`config.mk`:
```
export PLATFORM = sky130hd
export DESIGN_NAME = counter_four_bits_down
export DESIGN_NICKNAME = d
export VERILOG_FILES = /design/src/rtl/counter_four_bits_down.sv
export SDC_FILE = /design/constraint.sdc
export NUM_CORES = 1
export LEC_CHECK = 0
export CORE_AREA = 2 2 39 41
export CTS_BUF_LIST = sky130_fd_sc_hd__clkbuf_8
export DETAILED_ROUTE_END_ITERATION = 8
export DIE_AREA = 0 0 41 43
export PLACE_DENSITY_LB_ADDON = 0.3
export SLEW_MARGIN = 20
export SYNTH_ARGS = -nofsm -noshare
export SYNTH_HDL_FRONTEND = slang
export SYNTH_SLANG_ARGS = --single-unit
```
`constraint.sdc`:
```
create_clock -name clk -period 1.8 [get_ports clk]
set_input_delay 0.36 -clock clk [delete_from_list [all_inputs] [get_ports clk]]
set_output_delay 0.36 -clock clk [all_outputs]
set_load 0.1 [all_outputs]
```
`src/rtl/counter_four_bits_down.sv`:
```
// Loadable down counter with wrap-around or one-shot (stop at zero) modes and a borrow-out for cascading.
// Optional build macro COUNTER_DOWN_BCD_EN (WIDTH must be 4): decade stage, wrap target 9, loads clamped to 9.
module counter_four_bits_down #(
  parameter int WIDTH = 4
) (
  input  logic             clk,
  input  logic             reset,
  input  logic             load,
  input  logic [WIDTH-1:0] load_value,
  input  logic             en,
  input  logic             one_shot,
  output logic [WIDTH-1:0] data,
  output logic             zero,
  output logic             bout,
  output logic             busy,
  output logic             done,
  output logic [1:0]       o_state
);

  typedef enum logic [1:0] {
    IDLE = 2'd0,
    RUN  = 2'd1,
    DONE = 2'd2
  } state_t;

  localparam logic [WIDTH-1:0] ONE_V = WIDTH'(1);

  state_t           r_state, w_state_nxt;
  logic [WIDTH-1:0] r_data, w_data_nxt;
  logic             r_done, w_done_nxt;
  logic [WIDTH-1:0] w_load_eff;
  logic             w_zero;

`ifdef COUNTER_DOWN_BCD_EN
  localparam logic [WIDTH-1:0] WRAP_V = WIDTH'(9);
  assign w_load_eff = (load_value > WRAP_V) ? WRAP_V : load_value;
`else
  localparam logic [WIDTH-1:0] WRAP_V = {WIDTH{1'b1}};
  assign w_load_eff = load_value;
`endif

  assign w_zero = (r_data == '0);

  always_comb begin
    w_state_nxt = r_state;
    w_data_nxt  = r_data;
    w_done_nxt  = 1'b0;
    case (r_state)
      IDLE: begin
        if (load) begin
          w_state_nxt = RUN;
          w_data_nxt  = w_load_eff;
        end
      end
      RUN: begin
        if (load) begin
          w_data_nxt = w_load_eff;
        end else if (en) begin
          if (w_zero) begin
            // A zero reached here in one-shot mode was loaded directly.
            if (one_shot) begin
              w_state_nxt = DONE;
              w_done_nxt  = 1'b1;
            end else begin
              w_data_nxt = WRAP_V;
            end
          end else begin
            w_data_nxt = r_data - ONE_V;
            if (one_shot && (r_data == ONE_V)) begin
              w_state_nxt = DONE;
              w_done_nxt  = 1'b1;
            end
          end
        end
      end
      DONE: begin
        if (load) begin
          w_state_nxt = RUN;
          w_data_nxt  = w_load_eff;
        end
      end
      default: begin
        w_state_nxt = IDLE;
        w_data_nxt  = '0;
      end
    endcase
  end

  always_ff @(posedge clk or negedge reset) begin
    if (!reset) begin
      r_state <= IDLE;
      r_data  <= '0;
      r_done  <= 1'b0;
    end else begin
      r_state <= w_state_nxt;
      r_data  <= w_data_nxt;
      r_done  <= w_done_nxt;
    end
  end

  // Borrow-out is suppressed by load so a reloading stage never ripples a borrow upward.
  assign data    = r_data;
  assign zero    = w_zero;
  assign busy    = (r_state == RUN);
  assign done    = r_done;
  assign bout    = en & w_zero & (r_state == RUN) & ~load;
  assign o_state = r_state;

endmodule
```
==> results of run 1 <==
cell families (layout without fill, tap and decap cells):
kind of cell,after synthesis,count (layout),share of synthesized area (%)
adder cells (fa/ha/maj),2,2,5.49
flip-flops,7,7,38.5
buffers and inverters,7,30,6.04
AND/OR/NAND/NOR,20,20,21.7
AO/OA/AOI/OAI,18,18,26.4
XOR/XNOR,1,1,1.92
flip-flops by register name (all words and copies together) (netlist names):
| signal | cells |
|---|---|
| o_state | 2 |
| done | 1 |
| data | 4 |
placed cells by master (no fill, tap or decap), types with 3 or more instances in the layout:
master           Yosys  routed
nor2_1               7       5
clkdlybuf4s50_1      0       8
clkbuf_8             0       3
a21oi_1              7       7
buf_4                0       3
buf_12               0      10
inv_1                5       3
dfrtp_4              0       5
routing by layer:
layer / global-route usage, % / vias to the layer above / routed length [um]
met1: 21.5 / 227 / 539
met2: 22.2 / 17 / 623
met4: 7.33 / 0 / 6
met5: 0 / - / 0
met3: 8.38 / 2 / 89
li1: - / 242 / -
cells in the mapped netlist (all sizes together) (2+ instances only):
cell / count / area [um2]
nor3: 2 / 10.0
nor2: 7 / 26.3
a21oi: 7 / 35.0
ha: 2 / 25.0
dfrtp: 7 / 175
nand3: 3 / 15.0
inv: 5 / 18.8
o21ai: 4 / 23.8
nor2b: 2 / 12.5
nand2: 4 / 17.5
worst register-to-register path, cell delays in order (launching register included):
cell     delay [ps]
dfrtp_4         520
or4b_1          540
o31a_1          130
o21ai_2         110
o21ai_1          60
through the flow:
stage / instances / setup TNS, ps / setup WS (ps) / total power, uW / cell area (um2)
after global placement: 89 / 0 / 94.5 / 762 / 816
after global routing: 94 / 0 / 16.8 / 1060 / 886
final: 94 / 0 / 61.3 / 1020 / 886
after floorplan: 55 / -587 / -587 / 579 / 515
after detailed placement: 89 / 0 / 82.5 / 768 / 816
after CTS: 93 / 0 / 24.1 / 1010 / 873
power groups by stage:
stage                     sequential, uW  combinational, uW  clock [uW]
final                                257                542         218
after global routing                 260                568         231
after CTS                            250                533         224
after detailed placement             251                517           0
after global placement               249                513           0
after floorplan                      393                186           0
area by class of cell:
cell class	count	area [um2]
sequential	7	195
clock buffer	3	41.3
timing repair buffer	21	303
multi-input combinational	41	300
clock inverter	1	3.75
fill	119	498
inverter	5	22.5
tap	16	20.0
worst max-delay path by stage:
stage                                 startpoint    to  slack, ps  cells after the start
final                     o_state[0]$_DFFE_PN0P_  bout         60                      4
after global routing      o_state[0]$_DFFE_PN0P_  bout         20                      4
after CTS                    data[0]$_DFFE_PN0P_  bout         20                      5
after detailed placement                      en  bout         80                      4
after global placement                        en  bout         90                      4
after floorplan           o_state[0]$_DFFE_PN0P_  bout       -590                      4
repair_timing:
action	CTS	global route
hold endpoints to repair	0	0
setup buffers	0	1
resized for setup	2	3
endpoints found under the setup margin	2	1
==> impl_metrics.csv, run 1 <==
group,metric,value,unit
pwr,vdd_ir_drop_max,0.000705,V
global_route,gr-total-overflow,0,
clocking,insertion_delay,230,ps
hold_path,hold_path.class,"input port to async pin",
setup_path,r2r-end,"data[3]$_DFFE_PN0P_",
yosys,ys_types,25,
floorplan,die_w,41,um
placement,io_buffers,18,
drt,antenna_left,0,
drt,drc,0,
setup_path,reg2reg_from,"data[0]$_DFFE_PN0P_",
global_route,grt_pass1_wl,1920,um
setup_path,path_class,"flop to primary output",
sta,hold_ws,398,ps
floorplan,die_area,0.00176,mm2
global_route,track_usage,16.5,%
setup_path,worstPathRequired,1440,ps
sta,hold_viol_final,0,
global_route,antenna_found_initial,0,
setup_path,worst-path-buf-inv,1,
sta,drv_slew,0,
yosys,mappedNetlistArea,455,um2
clocking,numCtsBuffers,3,
drt,wl_per_cell,13.4,um
global_route,grt_start_max_net_pins,11,
drt,drt_iter0_markers,7,
floorplan,initial_utilization,32.9,%
yosys,synth_fp_nets,66,
outcome,status,"completed",
floorplan,fp-row-count,14,
pwr,netSwitchingPower,457,uW
sta,slew-limit-headroom,77.4,%
floorplan,die_h,43,um
drt,vias_per_cell,5.19,
finish,nNetsFinal,90,
clocking,clkTransAtPathRegs,40,ps
setup_path,cp_slowest_stage_delay,490,ps
finish,fin_util,64.0,%
yosys,ys_ff_latch,7,
yosys,synth_warnings,0,
setup_path,worstPathArrival,1380,ps
clocking,h-tree-depth,1,
clocking,cts.path.max_buffers,2,
drt,routed_wl,1260,um
setup_path,start_kind,"flop",
setup_path,r2r_cells,4,
floorplan,core_area,0.00138,mm2
setup_path,r2r_slack,320,ps
floorplan,ios,19,
yosys,ys.flop_type,"dfrtp_1",
setup_path,cp_slowest_cell,"dfrtp_4",
clocking,cts_tree,"yes",
pwr,power_per_cell_area,1150,mW/mm2
yosys,yosysSeqAreaShare,38.5,%
sta,setup_viol,0,
sta,skew,3.85,ps
pwr,power_frac_comb,53.3,%
finish,syn_to_final_growth,94.5,%
yosys,postSynthCellCount,55,
yosys,synth-edff-count,0,
setup_path,crit_family,"flip-flops",
placement,routabilityCongestion,0.805,
pwr,p_int,559,uW
job,cap_violations,0,
finish,diodes,0,
global_route,grt_pass1_vias,441,
yosys,ys_async_sr_fraction,100,%
clocking,cts_hold_buf,0,
sta,timing.final.crit_share,96.6,%
drt,via_count,488,
setup_path,crit_path_end_kind,"primary output",
pwr,p_leak,0.000378,uW
finish,drive_gt1_share,43.6,%
sta,tightest_slew,338,ps
pwr,netSwitchingFraction,45.0,%
yosys,synth_area_per_cell,8.28,um2
pwr,seqPwrFrac,25.3,%
clocking,cts.sink_count,7,
setup_path,path_max_fanout,10,
placement,hpwlAfterDp,939,um
clocking,cts_root_buf,"clkbuf_8",
drt,drt-pass1-iter-count,4,
sta,rsz0062_at_grt,"false",
sta,min_period,1740,ps
setup_path,worstPathCellList,"nor2b_4 > nand3_2 > nor2_4 > buf_12",
pwr,p_clk_share,21.5,%
sta,fmax,575,MHz
Power figures use the tool's default switching activity.
==> run 2: changes to the inputs <==
--- a/config.mk
+++ b/config.mk
@@ -7,9 +7,10 @@
 export LEC_CHECK = 0
 export CORE_AREA = 2 2 39 41
 export CTS_BUF_LIST = sky130_fd_sc_hd__clkbuf_8
+export CTS_CLUSTER_SIZE = 8
 export DETAILED_ROUTE_END_ITERATION = 8
 export DIE_AREA = 0 0 41 43
-export PLACE_DENSITY_LB_ADDON = 0.3
+export PLACE_DENSITY = 0.66
 export SLEW_MARGIN = 20
 export SYNTH_ARGS = -nofsm -noshare
 export SYNTH_HDL_FRONTEND = slang
==> constraint.sdc (replaced) <==
create_clock -name clk -period 1.7 [get_ports clk]
set_input_delay 0.34 -clock clk [delete_from_list [all_inputs] [get_ports clk]]
set_output_delay 0.34 -clock clk [all_outputs]
set_load 0.1 [all_outputs]
==> run 2 against run 1 <==
Compared with the run above:
- sequential cell count unchanged
- cell count increased by 5.3%
- sequential share of layout area is 1.0 points lower
- combinational power up 15%
- first-iteration DRC count increased by 57%
==> impl_metrics.csv, run 2 (synthesized netlist as in run 1, its figures left out) <==
group,metric,value,unit
pwr,p_leak,0.000410,uW
drt,drc,0,
sta,setup_viol,0,
sta,hold_viol_final,0,
setup_path,cp_slowest_stage_delay,480,ps
sta,timing.final.crit_share,97.3,%
outcome,status,"completed",
floorplan,initial_utilization,32.9,%
sta,tightest_slew,300,ps
setup_path,path_max_fanout,6,
sta,slew-limit-headroom,79.9,%
clocking,cts_root_buf,"clkbuf_8",
drt,top_layer,"met4",
drt,drt-pass1-iter-count,3,
pwr,power,1090,uW
pwr,p_int,610,uW
clocking,cts_tree,"yes",
setup_path,worstPathArrival,1310,ps
pwr,netSwitchingPower,479,uW
global_route,grt_pass1_vias,449,
setup_path,path_class,"flop to primary output",
placement,routabilityCongestion,0.788,
pwr,power_per_cell_area,1170,mW/mm2
global_route,gr-total-overflow,0,
sta,fmax,605,MHz
clocking,cts.sink_count,7,
finish,syn_to_final_growth,104,%
floorplan,ios,19,
finish,nNetsFinal,95,
global_route,grt_pass1_wl,1920,um
pwr,seqPwrFrac,22.4,%
finish,diodes,0,
global_route,grt_start_max_net_pins,10,
clocking,clkTransAtPathRegs,40,ps
drt,vias_per_cell,5.08,
placement,hpwlAfterDp,868,um
finish,largest_register_ffs,4,
drt,drt_iter0_markers,11,
clocking,insertion_delay,220,ps
setup_path,worstPathCellList,"inv_4 > ha_4 > nand2_4 > nor2_4 > buf_12",
global_route,antenna_found_initial,0,
clocking,h-tree-depth,1,
drt,wl_met3,44,um
sta,fin_ws,46.2,ps
sta,min_period,1650,ps
clocking,cts.path.max_buffers,2,
drt,antenna_left,0,
floorplan,die_area,0.00176,mm2
setup_path,crit_family,"flip-flops",
sta,drv_slew,0,
drt,dr_wl_met2,592,um
floorplan,core_area,0.00138,mm2
clocking,numCtsBuffers,3,
setup_path,crit_path_end_kind,"primary output",
drt,via_count,503,
job,cap_violations,0,
hold_path,hold_path.class,"input port to async pin",
floorplan,die_h,43,um
pwr,p_clk_share,20.3,%
sta,hold_ws,369,ps
drt,m1WireLength,508,um
pwr,power_frac_comb,57.3,%
placement,post-place-ws,41.8,ps
setup_path,cp_slowest_cell,"dfrtp_4",
finish,final_common_cell,"buf_12",
drt,wl_per_cell,11.8,um
floorplan,fp-row-count,14,
floorplan,die_w,41,um
setup_path,start_kind,"flop",
drt,routed_wl,1170,um
setup_path,r2r_slack,140,ps
finish,drive_gt1_share,48.2,%
pwr,netSwitchingFraction,44.0,%
sta,skew,2.26,ps
pwr,vdd_ir_drop_max,0.000721,V
sta,rsz0062_at_grt,"false",
setup_path,worstPathRequired,1360,ps
placement,io_buffers,18,
setup_path,worst-path-buf-inv,2,
global_route,track_usage,16.5,%
finish,layout_common_cells,"buf_12, buf_4, a21oi_1, clkdlybuf4s50_1",
run 2: changes by cell type in the layout (fill, tap and decap cells not counted), sizes merged:
| cell | previous run | this run |
|---|---|---|
| buf | 13 | 18 |
| clkdlybuf4s50 | 8 | 7 |
| dlymetal6s2s | 0 | 1 |
run 2: power groups by stage:
stage | sequential (uW) | clock [uW] | combinational, uW
2_1_floorplan | 422 | 0 | 215
3_3_place_gp | 270 | 0 | 569
3_5_place_dp | 270 | 0 | 572
4_1_cts | 251 | 230 | 611
5_1_grt | 247 | 244 | 652
6_report | 244 | 221 | 624
run 2: path summary, 6_finish.rpt:
| kind | cells after the start | startpoint | endpoint |
|---|---|---|---|
| max | 5 | data[1]$_DFFE_PN0P_ | bout |
| min | 1 | reset | data[1]$_DFFE_PN0P_ |
| max reg2reg | 5 | data[1]$_DFFE_PN0P_ | data[3]$_DFFE_PN0P_ |
| min reg2reg | 1 | o_state[1]$_DFFE_PN0P_ | o_state[0]$_DFFE_PN0P_ |
| max in group asynchronous | 1 | reset | data[2]$_DFFE_PN0P_ |
| min in group clk | 3 | en | done$_DFF_PN0_ |
run 2: layout make-up:
| class | count | area [um2] |
|---|---|---|
| inverters | 5 | 25.0 |
| clock inverters | 1 | 3.75 |
| multi-input cells | 41 | 300 |
| well taps | 16 | 20.0 |
| flip-flops and latches | 7 | 195 |
| clock buffers | 3 | 41.3 |
| fillers | 115 | 455 |
| repair buffers | 26 | 343 |
run 2: per-layer routing:
| metal | track usage, % | up-vias |
|---|---|---|
| met4 | 12.0 | 0 |
| met3 | 3.14 | 2 |
| li1 | - | 248 |
| met1 | 21.7 | 241 |
| met2 | 23.1 | 12 |
| met5 | 0 | - |
run 2: repair_timing:
item                       4_1_cts  5_1_grt
setup endpoints to repair        1        2
buffers inserted                 2        2
hold buffers                     0        0
resized for setup                1        2
pin swaps                        0        0
run 2: per-stage QoR:
step	instances	area (um2)	TNS, ps	utilization (%)
6_report	99	928	0	67.1
5_1_grt	99	928	0	67.1
4_1_cts	97	911	0	65.8
3_5_place_dp	91	846	0	61.1
3_3_place_gp	91	846	0	61.1
2_1_floorplan	55	531	-787	-
run 2: worst register-to-register path: stages (launching register included):
cell and delay, ps:
dfrtp_4 480, buf_4 170, or4b_1 490, o31a_1 120, o21ai_2 110, o21ai_1 70
==> run 3: changes to the inputs <==
--- a/config.mk
+++ b/config.mk
@@ -5,12 +5,13 @@
 export SDC_FILE = /design/constraint.sdc
 export NUM_CORES = 1
 export LEC_CHECK = 0
-export CORE_AREA = 2 2 39 41
+export CORE_AREA = 4 4 41 43
 export CTS_BUF_LIST = sky130_fd_sc_hd__clkbuf_8
 export CTS_CLUSTER_SIZE = 8
 export DETAILED_ROUTE_END_ITERATION = 8
-export DIE_AREA = 0 0 41 43
-export PLACE_DENSITY = 0.66
+export DIE_AREA = 0 0 45 47
+export PLACE_DENSITY = 0.71
+export SETUP_SLACK_MARGIN = 0.02
 export SLEW_MARGIN = 20
 export SYNTH_ARGS = -nofsm -noshare
 export SYNTH_HDL_FRONTEND = slang
==> run 3 against run 2 <==
Compared with the run above:
- fmax increased by 0.42%
- hold slack improved by 8.3 ps
- highest routed layer unchanged
- critical path type is now input port to primary output
- register-to-register slack worse by 30 ps
- combinational power grew 4.8%
- largest power group unchanged
- clock skew fell by 2.1 ps
- critical endpoint unchanged
==> impl_metrics.csv, run 3 (synthesized netlist as in run 1, its figures left out) <==
group,metric,value,unit
placement,post-place-ws,44.0,ps
pwr,p_leak,0.000432,uW
global_route,gr-total-overflow,0,
drt,wl_per_cell,13.7,um
setup_path,path_class,"input port to primary output",
hold_path,hold_path.class,"input port to async pin",
drt,drc,0,
sta,tightest_slew,326,ps
pwr,power_per_cell_area,1180,mW/mm2
pwr,netSwitchingPower,496,uW
setup_path,r2r-end,"data[3]$_DFFE_PN0P_",
setup_path,r2r_cells,5,
drt,vias_per_cell,5.31,
setup_path,worstPathArrival,1310,ps
finish,diodes,0,
sta,timing.final.crit_share,96.9,%
setup_path,cp_slowest_cell,"clkdlybuf4s50_1",
finish,fill_cells,103,
sta,rsz0062_at_grt,"false",
drt,via_count,542,
floorplan,ios,19,
clocking,numCtsBuffers,3,
pwr,netSwitchingFraction,44.0,%
floorplan,core_area,0.00130,mm2
clocking,cts_hold_buf,0,
global_route,track_usage,14.6,%
floorplan,die_w,45,um
floorplan,die_h,47,um
floorplan,fp-row-count,13,
finish,syn_to_final_growth,110,%
clocking,cts_tree,"yes",
sta,drv_slew,0,
pwr,vdd_ir_drop_max,0.000661,V
global_route,grt_pass1_vias,490,
sta,fin_ws,53.2,ps
drt,drt-pass1-iter-count,4,
setup_path,crit_path_end_kind,"primary output",
placement,hpwlAfterDp,1010,um
finish,largest_register_ffs,4,
setup_path,start_kind,"input port",
global_route,antenna_found_initial,0,
drt,routed_wl,1400,um
sta,tns,0,ps
finish,finalInstanceArea,957,um2
setup_path,worstPathRequired,1360,ps
sta,min_period,1650,ps
sta,setup_viol,0,
setup_path,crit_family,"buffers and inverters",
setup_path,r2r_slack,110,ps
setup_path,reg2reg_from,"data[0]$_DFFE_PN0P_",
sta,slew-limit-headroom,78.2,%
clocking,insertion_delay,230,ps
floorplan,initial_utilization,35.0,%
finish,layout_common_cells,"buf_4, buf_12, a21oi_1, clkdlybuf4s50_1",
clocking,clkTransAtPathRegs,40,ps
placement,io_buffers,18,
drt,antenna_left,0,
floorplan,die_area,0.00212,mm2
pwr,p_int,631,uW
setup_path,cp_slowest_stage_delay,430,ps
pwr,power,1130,uW
job,cap_violations,0,
setup_path,worstPathCellList,"clkdlybuf4s50_1 > inv_1 > nand3_2 > nor2_4 > buf_12",
clocking,cts.path.max_buffers,2,
finish,nNetsFinal,99,
setup_path,path_max_fanout,2,
global_route,grt_pass1_wl,2180,um
pwr,seqPwrFrac,21.7,%
pwr,p_clk_share,20.3,%
pwr,power_frac_comb,58.0,%
finish,final_common_cell,"buf_4",
placement,routabilityCongestion,0.740,
sta,fmax,607,MHz
drt,drt_iter0_markers,12,
clocking,cts_root_buf,"clkbuf_8",
global_route,grt_start_max_net_pins,10,
clocking,cts.sink_count,7,
finish,drive_gt1_share,49.4,%
clocking,h-tree-depth,1,
placement,dpl-instance-area,845,um2
sta,skew,0.158,ps
setup_path,worst-path-buf-inv,3,
sta,hold_viol_final,0,
outcome,status,"completed",
==> run 3: final cells by class <==
| type | count | area (um2) | area share [%] |
|---|---|---|---|
| Clock buffer | 3 | 41.3 | 4.31 |
| Inverter | 5 | 25.0 | 2.61 |
| Tap cell | 15 | 18.8 | 1.96 |
| Timing Repair Buffer | 30 | 373 | 39.0 |
| Multi-Input combinational cell | 41 | 300 | 31.4 |
| Clock inverter | 1 | 3.75 | 0.392 |
| Sequential cell | 7 | 195 | 20.4 |
==> run 3: layer usage <==
metal	GRT usage [%]	share of wire [%]	vias to the layer above
li1	-	-	256
met1	17.4	44	260
met2	23.7	48	21
met3	3.07	5.4	5
met4	9.94	2.7	0
met5	0	0	-
==> run 3: worst max-delay path by stage <==
stage / startpoint / endpoint / slack [ps] / cells after the start
floorplan: o_state[0]$_DFFE_PN0P_ / bout / -670 / 4
detailed placement: en / bout / 40 / 4
global route: data[2]$_DFFE_PN0P_ / bout / 20 / 4
CTS: o_state[1]$_DFFE_PN0P_ / bout / 20 / 4
global placement: en / bout / 70 / 4
finish: load / bout / 50 / 5
==> run 3: power by group through the flow <==
| stage | Clock [uW] | Sequential [uW] | Combinational [uW] |
|---|---|---|---|
| final | 228 | 245 | 654 |
| after global routing | 245 | 248 | 687 |
| after global placement | 0 | 271 | 569 |
| after CTS | 234 | 246 | 629 |
| after floorplan | 0 | 422 | 215 |
| after detailed placement | 0 | 272 | 574 |
==> run 3: timing repair <==
action,4_1_cts,5_1_grt
pin swaps,0,2
setup buffers,3,5
cloned,0,0
gates resized for setup,1,1
setup endpoints to repair,2,1
==> run 3: through the flow <==
stage	hold WS, ps	utilization (%)	std cells
2_1_floorplan	44.4	-	55
3_3_place_gp	602	64.9	90
3_5_place_dp	599	64.9	90
4_1_cts	379	70.5	97
5_1_grt	388	73.6	102
6_report	377	73.6	102
